<file path="config.mk">
export PLATFORM = sky130hd
export DESIGN_NAME = fe_stage_gshare_flat
export DESIGN_NICKNAME = d
export VERILOG_FILES = /design/src/rtl/fe_stage_gshare_if.sv /design/src/rtl/fe_stage_gshare.sv /design/src/flat_wrapper.sv
export SDC_FILE = /design/constraint.sdc
export NUM_CORES = 2
export LEC_CHECK = 0
export BUFFER_PORTS_ARGS = -buffer_cell sky130_fd_sc_hd__clkbuf_2
export CAP_MARGIN = 30
export CORE_MARGIN = 1
export CORE_UTILIZATION = 50
export CTS_CLUSTER_SIZE = 30
export DETAILED_ROUTE_END_ITERATION = 10
export PLACE_DENSITY = 0.67
export REMOVE_ABC_BUFFERS = 1
export SLEW_MARGIN = 30
export SYNTH_ARGS = -nofsm -noshare
export SYNTH_HDL_FRONTEND = slang
export SYNTH_SLANG_ARGS = --single-unit
</file>
<file path="constraint.sdc">
create_clock -name clk -period 55.5 [get_ports clk]
set_input_delay 0 -clock clk [delete_from_list [all_inputs] [get_ports clk]]
set_output_delay 0 -clock clk [all_outputs]
set_load 0.01 [all_outputs]
</file>
<file path="src/rtl/fe_stage_gshare_if.sv">
// Fetch-stage bus: instruction memory port, DE stall, AGEX redirect,
// AGEX training port and the FE latch toward decode.
// master = fetch stage, slave = surrounding pipeline / memory.
interface fe_stage_gshare_if #(
  parameter int DBITS    = 32,
  parameter int INSTBITS = 32
);
  localparam int LATCH_W = 1 + INSTBITS + 4 * DBITS + 8;

  // Instruction memory (combinational read)
  logic [DBITS-1:0]    imem_addr;
  logic [INSTBITS-1:0] imem_rdata;

  // Decode back-pressure
  logic                stall_DE;

  // AGEX redirect
  logic                redirect_valid;
  logic [DBITS-1:0]    redirect_pc;

  // AGEX resolution / predictor training
  logic                upd_valid;
  logic                upd_is_br;
  logic                upd_taken;
  logic [DBITS-1:0]    upd_pc;
  logic [DBITS-1:0]    upd_target;
  logic [7:0]          upd_pht_index;

  // FE latch toward decode
  logic [LATCH_W-1:0]  FE_latch_out;

  modport master (
    output imem_addr, FE_latch_out,
    input  imem_rdata, stall_DE, redirect_valid, redirect_pc,
    input  upd_valid, upd_is_br, upd_taken, upd_pc, upd_target, upd_pht_index
  );

  modport slave (
    input  imem_addr, FE_latch_out,
    output imem_rdata, stall_DE, redirect_valid, redirect_pc,
    output upd_valid, upd_is_br, upd_taken, upd_pc, upd_target, upd_pht_index
  );
endinterface

</file>
<file path="src/rtl/fe_stage_gshare.sv">
// Fetch stage with gshare direction predictor (8-bit global history,
// 256 x 2-bit PHT) and a 16-entry direct-mapped BTB. Writes the FE latch
// consumed by decode; redirect beats stall beats advance. Training from
// AGEX is independent of stall/redirect and is visible to prediction
// from the cycle after the update.
module fe_stage_gshare #(
  parameter int               DBITS    = 32,
  parameter int               INSTBITS = 32,
  parameter logic [DBITS-1:0] START_PC = '0
) (
  input logic               clk,
  input logic               reset,
  fe_stage_gshare_if.master bus
);

  localparam int HIST_W    = 8;
  localparam int PHT_DEPTH = 1 << HIST_W;
  localparam int BTB_IDX_W = 4;
  localparam int BTB_DEPTH = 1 << BTB_IDX_W;
  localparam int TAG_W     = DBITS - 6;

  // FE latch layout, MSB first, as seen by decode.
  typedef struct packed {
    logic                valid;
    logic [INSTBITS-1:0] inst;
    logic [DBITS-1:0]    pc;
    logic [DBITS-1:0]    pcplus;
    logic [DBITS-1:0]    inst_count;
    logic [HIST_W-1:0]   pht_index;
    logic [DBITS-1:0]    predicted_next_pc;
  } fe_latch_t;

  // Architectural state
  logic [DBITS-1:0]  pc;
  logic [DBITS-1:0]  inst_count;
  logic [HIST_W-1:0] bhr;
  fe_latch_t         fe_latch;

  // Predictor storage
  logic [1:0]        pht        [PHT_DEPTH];
  logic              btb_valid  [BTB_DEPTH];
  logic [TAG_W-1:0]  btb_tag    [BTB_DEPTH];
  logic [DBITS-1:0]  btb_target [BTB_DEPTH];

  // Prediction on the current PC
  logic [DBITS-1:0]     pc_plus4;
  logic [HIST_W-1:0]    pht_index;
  logic [BTB_IDX_W-1:0] btb_idx;
  logic                 btb_hit;
  logic                 pred_taken;
  logic [DBITS-1:0]     predicted_next_pc;

  // Training-port decode
  logic [BTB_IDX_W-1:0] upd_btb_idx;
  logic [1:0]           upd_ctr;
  logic                 train_br;
  logic                 train_btb;
  logic                 upd_pc_unused;

  assign bus.imem_addr    = pc;
  assign bus.FE_latch_out = fe_latch;

  // Instructions are word aligned; the low PC bits of a resolved branch
  // carry no information for the BTB.
  assign upd_pc_unused = ^bus.upd_pc[1:0];

  // Combinational next-PC prediction from pre-update predictor state.
  always_comb begin
    // NOTE: every signal gets a value on every path through this block, so
    // no storage (latch) can be inferred from a missing assignment.
    pc_plus4          = pc + DBITS'(4);
    pht_index         = pc[9:2] ^ bhr;
    btb_idx           = pc[5:2];
    btb_hit           = btb_valid[btb_idx] && (btb_tag[btb_idx] == pc[DBITS-1:6]);
    pred_taken        = btb_hit && pht[pht_index][1];
    predicted_next_pc = pred_taken ? btb_target[btb_idx] : pc_plus4;
  end

  // Decode the training request once so the storage blocks stay simple.
  always_comb begin
    upd_btb_idx = bus.upd_pc[5:2];
    upd_ctr     = pht[bus.upd_pht_index];
    train_br    = bus.upd_valid && bus.upd_is_br;
    train_btb   = bus.upd_valid && bus.upd_taken;
  end

  // PC, instruction counter and FE latch: redirect > stall > advance.
  always_ff @(posedge clk or posedge reset) begin
    if (reset) begin
      // NOTE: sequential state uses non-blocking assignments so every
      // register samples the pre-edge values of the others.
      pc         <= START_PC;
      inst_count <= '0;
      fe_latch   <= '0;
    end else if (bus.redirect_valid) begin
      pc       <= bus.redirect_pc;
      fe_latch <= '0;
    end else if (!bus.stall_DE) begin
      pc         <= predicted_next_pc;
      inst_count <= inst_count + DBITS'(1);
      fe_latch   <= '{
        valid:             1'b1,
        inst:              bus.imem_rdata,
        pc:                pc,
        pcplus:            pc_plus4,
        inst_count:        inst_count,
        pht_index:         pht_index,
        predicted_next_pc: predicted_next_pc
      };
    end
  end

  // Global history shifts in the outcome of every resolved conditional branch.
  always_ff @(posedge clk or posedge reset) begin
    if (reset) begin
      bhr <= '0;
    end else if (train_br) begin
      bhr <= {bhr[HIST_W-2:0], bus.upd_taken};
    end
  end

  // PHT 2-bit saturating counters, trained by conditional branches only.
  always_ff @(posedge clk or posedge reset) begin
    if (reset) begin
      // NOTE: the PHT must come out of reset weakly not-taken, so every entry
      // is reset here; BTB tag/target are left unreset because valid gates them.
      for (int i = 0; i < PHT_DEPTH; i++) begin
        pht[i] <= 2'b01;
      end
    end else if (train_br) begin
      if (bus.upd_taken) begin
        if (upd_ctr != 2'b11) pht[bus.upd_pht_index] <= upd_ctr + 2'b01;
      end else begin
        if (upd_ctr != 2'b00) pht[bus.upd_pht_index] <= upd_ctr - 2'b01;
      end
    end
  end

  // BTB valid bits: any taken control transfer allocates its entry.
  always_ff @(posedge clk or posedge reset) begin
    if (reset) begin
      for (int i = 0; i < BTB_DEPTH; i++) begin
        btb_valid[i] <= 1'b0;
      end
    end else if (train_btb) begin
      btb_valid[upd_btb_idx] <= 1'b1;
    end
  end

  // BTB tag/target payload, overwriting whatever entry was resident.
  always_ff @(posedge clk) begin
    if (train_btb) begin
      btb_tag[upd_btb_idx]    <= bus.upd_pc[DBITS-1:6];
      btb_target[upd_btb_idx] <= bus.upd_target;
    end
  end

endmodule

</file>
<file path="src/flat_wrapper.sv">
// flat-port wrapper written by rule: the top's interface ports become plain ports
module fe_stage_gshare_flat 
#(
  parameter int               DBITS    = 32,
  parameter int               INSTBITS = 32,
  parameter logic [DBITS-1:0] START_PC = '0
)
  (clk, reset, bus_imem_addr, bus_FE_latch_out, bus_imem_rdata, bus_stall_DE, bus_redirect_valid, bus_redirect_pc, bus_upd_valid, bus_upd_is_br, bus_upd_taken, bus_upd_pc, bus_upd_target, bus_upd_pht_index);
  fe_stage_gshare_if #(.DBITS(DBITS), .INSTBITS(INSTBITS)) bus_i ();
  input logic clk;
  input logic reset;
  output wire logic [$bits(bus_i.imem_addr)-1:0] bus_imem_addr;
  output wire logic [$bits(bus_i.FE_latch_out)-1:0] bus_FE_latch_out;
  input wire logic [$bits(bus_i.imem_rdata)-1:0] bus_imem_rdata;
  input wire logic [$bits(bus_i.stall_DE)-1:0] bus_stall_DE;
  input wire logic [$bits(bus_i.redirect_valid)-1:0] bus_redirect_valid;
  input wire logic [$bits(bus_i.redirect_pc)-1:0] bus_redirect_pc;
  input wire logic [$bits(bus_i.upd_valid)-1:0] bus_upd_valid;
  input wire logic [$bits(bus_i.upd_is_br)-1:0] bus_upd_is_br;
  input wire logic [$bits(bus_i.upd_taken)-1:0] bus_upd_taken;
  input wire logic [$bits(bus_i.upd_pc)-1:0] bus_upd_pc;
  input wire logic [$bits(bus_i.upd_target)-1:0] bus_upd_target;
  input wire logic [$bits(bus_i.upd_pht_index)-1:0] bus_upd_pht_index;
  assign bus_imem_addr = bus_i.imem_addr;
  assign bus_FE_latch_out = bus_i.FE_latch_out;
  assign bus_i.imem_rdata = bus_imem_rdata;
  assign bus_i.stall_DE = bus_stall_DE;
  assign bus_i.redirect_valid = bus_redirect_valid;
  assign bus_i.redirect_pc = bus_redirect_pc;
  assign bus_i.upd_valid = bus_upd_valid;
  assign bus_i.upd_is_br = bus_upd_is_br;
  assign bus_i.upd_taken = bus_upd_taken;
  assign bus_i.upd_pc = bus_upd_pc;
  assign bus_i.upd_target = bus_upd_target;
  assign bus_i.upd_pht_index = bus_upd_pht_index;
  fe_stage_gshare #(.DBITS(DBITS), .INSTBITS(INSTBITS), .START_PC(START_PC)) u_core (.clk(clk), .reset(reset), .bus(bus_i));
endmodule
</file>
==> summary.txt <==
Status
  • Status: complete, no violations

Placed design
  • HPWL Detailed: 120000 um
  • Post-place setup slack: 46.82 ns
  • Number of buffers added on ports: 341
  • Final GP Congestion: 0.878

STA
  • Final Hold Viols: 0
  • Worst Skew: 0.0638 ns
  • Period Utilization, post-route: 0.141
  • Rel. slew slack: 0.309
  • Final min period: 7.82 ns
  • Final WS setup: 47.68 ns
  • Fin. max-slew vios: 0
  • Fmax achieved: 0.128 GHz
  • RSZ-0062 raised after global routing: no
  • Worst-Margin Slew: 1.04 ns
  • Final setup vio count: 0
  • Setup TNS: 0 ns

Logic synthesis
  • Cell Area, Synth: 0.0734 mm2
  • Sequential share of the synthesized area: 0.646
  • Cells after Synth: 4847
  • Area share of the largest cell type after synthesis: 0.380
  • Area leader, netlist: edfxtp_1
  • Top FF cell, synth: edfxtp_1
  • Yosys cell types: 73
  • FFs w/ async S/R, synth: 0.453
  • EDFF count, synth: 928
  • Top area cells in the synthesized netlist: edfxtp_1 (38%), dfrtp_1 (17%), mux4_2 (14%)
  • Avg Synthesized Cell Area: 15.1 um2
  • Synth warn: 0
  • #FFs+latches synth: 1695

Power
  • Leakage: 32.5 nW
  • Max VDD drop: 32.3 uV
  • Power Dens Cells: 34.7 mW/mm2

Flow run
  • Max_cap viols: 0

Routing
  • First-pass iteration count of the detailed router: 8
  • Vias: 45.4k
  • Drt drc: 0
  • WL final: 203000 um
  • Routed Antenna Nets: 0
  • DR WL/cell: 27.1 um
  • 1st-iter DRT viols: 3984
  • Vias per cell: 6.07

Worst hold path
  • Hold endpoint: u_core.bus.FE_latch_out[160]
  • Hold path start: bus_imem_rdata[24]
  • Hold Path Class: in2reg
  • Hold Crit Depth: 4

Critical path
  • Crit path required time: 56.16 ns
  • CP Cell Sequence: buf_8 > buf_4 > buf_4 > mux4_2 > mux4_2 > mux4_2 > mux4_2 > a41oi_4 > inv_4 > ha_1 > mux2i_1 > nand3_1 > nor3b_1 > nand3_1 > nor2_1 > mux2_2
  • Worst setup path start: bus_upd_pht_index[0]
  • Crit-path most repeated cell: mux4_2
  • Worst path max stage delay: 0.80 ns
  • Startpoint Class: input pin
  • CP max-delay cell: buf_4
  • Worst r2r path cells: 14
  • Crit end category: flip-flop
  • WP data arrival: 8.48 ns
  • Worst-path maximum fanout: 67
  • RR Endpoint: u_core.bus.imem_addr[27]
  • Reg2reg start: u_core.bus.imem_addr[2]
  • R2R setup slack: 48.44 ns
  • Crit Path Class: in2reg

CTS
  • Hold_buf cts: 254
  • TritonCTS Sinks: 1695
  • Max H-tree Level: 4
  • CTS buffer count: 175
  • Root Driver: clkbuf_16
  • Clk slew on worst S/H paths: 0.06 ns
  • Worst skew pair latency: 0.83 ns
  • CTS resizes: 0
  • Clk buf depth: 3
  • Setup bufs post-CTS: 0
  • CTS tree: done

Finish
  • Fill cells: 10.9k
  • Area Growth Syn to Fin: 17.2%
  • Final nets: 5553
  • Layout cells sized above 1: 0.312

Floorplan
  • Area of the core: 0.146 mm2
  • Row cnt: 140
  • Die area: 0.148 mm2
  • Starting density of the core: 0.504
  • IO Pins: 344
  • Die Ht: 385 um
  • Die width: 385 um

Global routing
  • Vias in the first global route: 46.4k
  • Congestion Overflow GR: 0
  • Global-route usage over all layers: 0.277
  • Met2 usage in global routing: 0.443
  • Peak-usage layer in the global routing report: met2
  • First-pass GRT wire length: 301000 um
  • Initial antenna violation count: 16
  • Met1 Use GR: 0.367
  • Met3 Use GR: 0.0641
  • Pin count of the biggest net entering global routing: 174
## kinds of logic after synthesis
| logic type | after synthesis | synth area share |
|---|---|---|
| AOI/OAI and AO/OA | 585 | 0.0460 |
| and+or+nand+nor | 1218 | 0.0690 |
| DFF | 1695 | 0.646 |
| buffers and inverters | 348 | 0.0215 |
| adders and majority gates | 4 | 0.000682 |
| muxes | 900 | 0.205 |
| xor gates and xnor gates | 97 | 0.0117 |
## routing by layer
metal / vias up / wire, um
met2: 1994 / 97800
li1: 19500 / -
met4: 14 / 8190
met3: 414 / 17600
met5: - / 97
met1: 23500 / 79200
## how the worst max path moves through the flow
stage,endpoint,slack (ns),depth (start not counted)
floorplan,u_core.bhr[0],34.39,1
global placement,u_core.pht[49],46.77,16
detailed placement,u_core.pht[49],46.82,16
CTS,u_core.pht[63],47.66,16
global route,u_core.pht[39],47.18,16
finish,u_core.pht[63],47.68,16
## area by class of cell
cell class	count	area, um2	share of cell area
multi-input combinational	2804	24800	0.289
timing repair buffer	699	5280	0.0614
tap	1917	2400	0.0279
inverter	31	130	0.00151
clock buffer	240	4990	0.0580
clock inverter	85	947	0.0110
antenna	8	20.0	0.000233
sequential	1695	47400	0.551
## worst max-delay path, delay by kind of cell
family | cells | cell delay, ns
simple gates | 4 | 2.16
buf+inv | 4 | 2.52
compound gates | 1 | 0.62
fa+ha+maj | 1 | 0.34
mux | 6 | 2.67
## report_power, final
group	total [mW]	switching [mW]	internal, mW	leakage, nW
clock	1.19	0.508	0.686	2.90
sequential	1.40	0.0334	1.37	17.9
combinational	0.389	0.240	0.150	11.7
## synthesized netlist by cell type (6+ instances only)
cell      instances
inv_1            28
clkbuf_1        168
xnor2_1          69
mux2_2          220
or2_2            19
a22o_1           19
nor3_1           44
or3_1             7
o22ai_1          16
nor2_1          321
a21oi_1          71
dfstp_2         256
o21ai_1         119
edfxtp_1        928
nand2_1         663
buf_1            34
buf_2            80
buf_6            11
o21a_1            6
nor2b_1          10
and3_1           22
and2_1            6
a211oi_1         24
nand2b_1         16
mux2i_1         211
a21o_1            9
nand3_1          56
a22oi_1          18
a221oi_1          8
nand4_1          27
dfrtp_1         511
nor4_1           11
mux4_2          461
buf_4            24
o21ai_0         240
xor2_1           27
a31oi_1          17
mux2_1            7
## stage by stage
step                      std cells  hold slack, ns  area [um2]  total power [mW]  utilization
after floorplan                4530          0.0631       71900              1.65            -
after global placement         6881           0.202       77200              1.79        0.530
after detailed placement       6888           0.217       77300              1.80        0.531
after CTS                      7467         0.00346       85800              3.00        0.590
after global routing           7479          0.0419       86000              3.08        0.591
final                          7479          0.0580       86000              2.99        0.591
## layout by cell type, fill, tap and decap left out, types with 30 or more instances in the layout
| master | count |
|---|---|
| clkbuf_2 | 336 |
| edfxtp_1 | 928 |
| nor3_1 | 34 |
| dfrtp_1 | 507 |
| dfstp_2 | 256 |
| nand3_1 | 53 |
| mux4_2 | 461 |
| mux2i_1 | 211 |
| xnor2_1 | 62 |
| clkbuf_16 | 178 |
| a21oi_1 | 71 |
| clkbuf_1 | 32 |
| o21ai_0 | 240 |
| clkbuf_8 | 31 |
| nor2_1 | 302 |
| o21ai_1 | 119 |
| nand2_1 | 663 |
| mux2_2 | 220 |
| dlygate4sd3_1 | 254 |
| clkinv_2 | 30 |
| buf_4 | 84 |
Note: power is estimated with default switching activity, not from simulation.
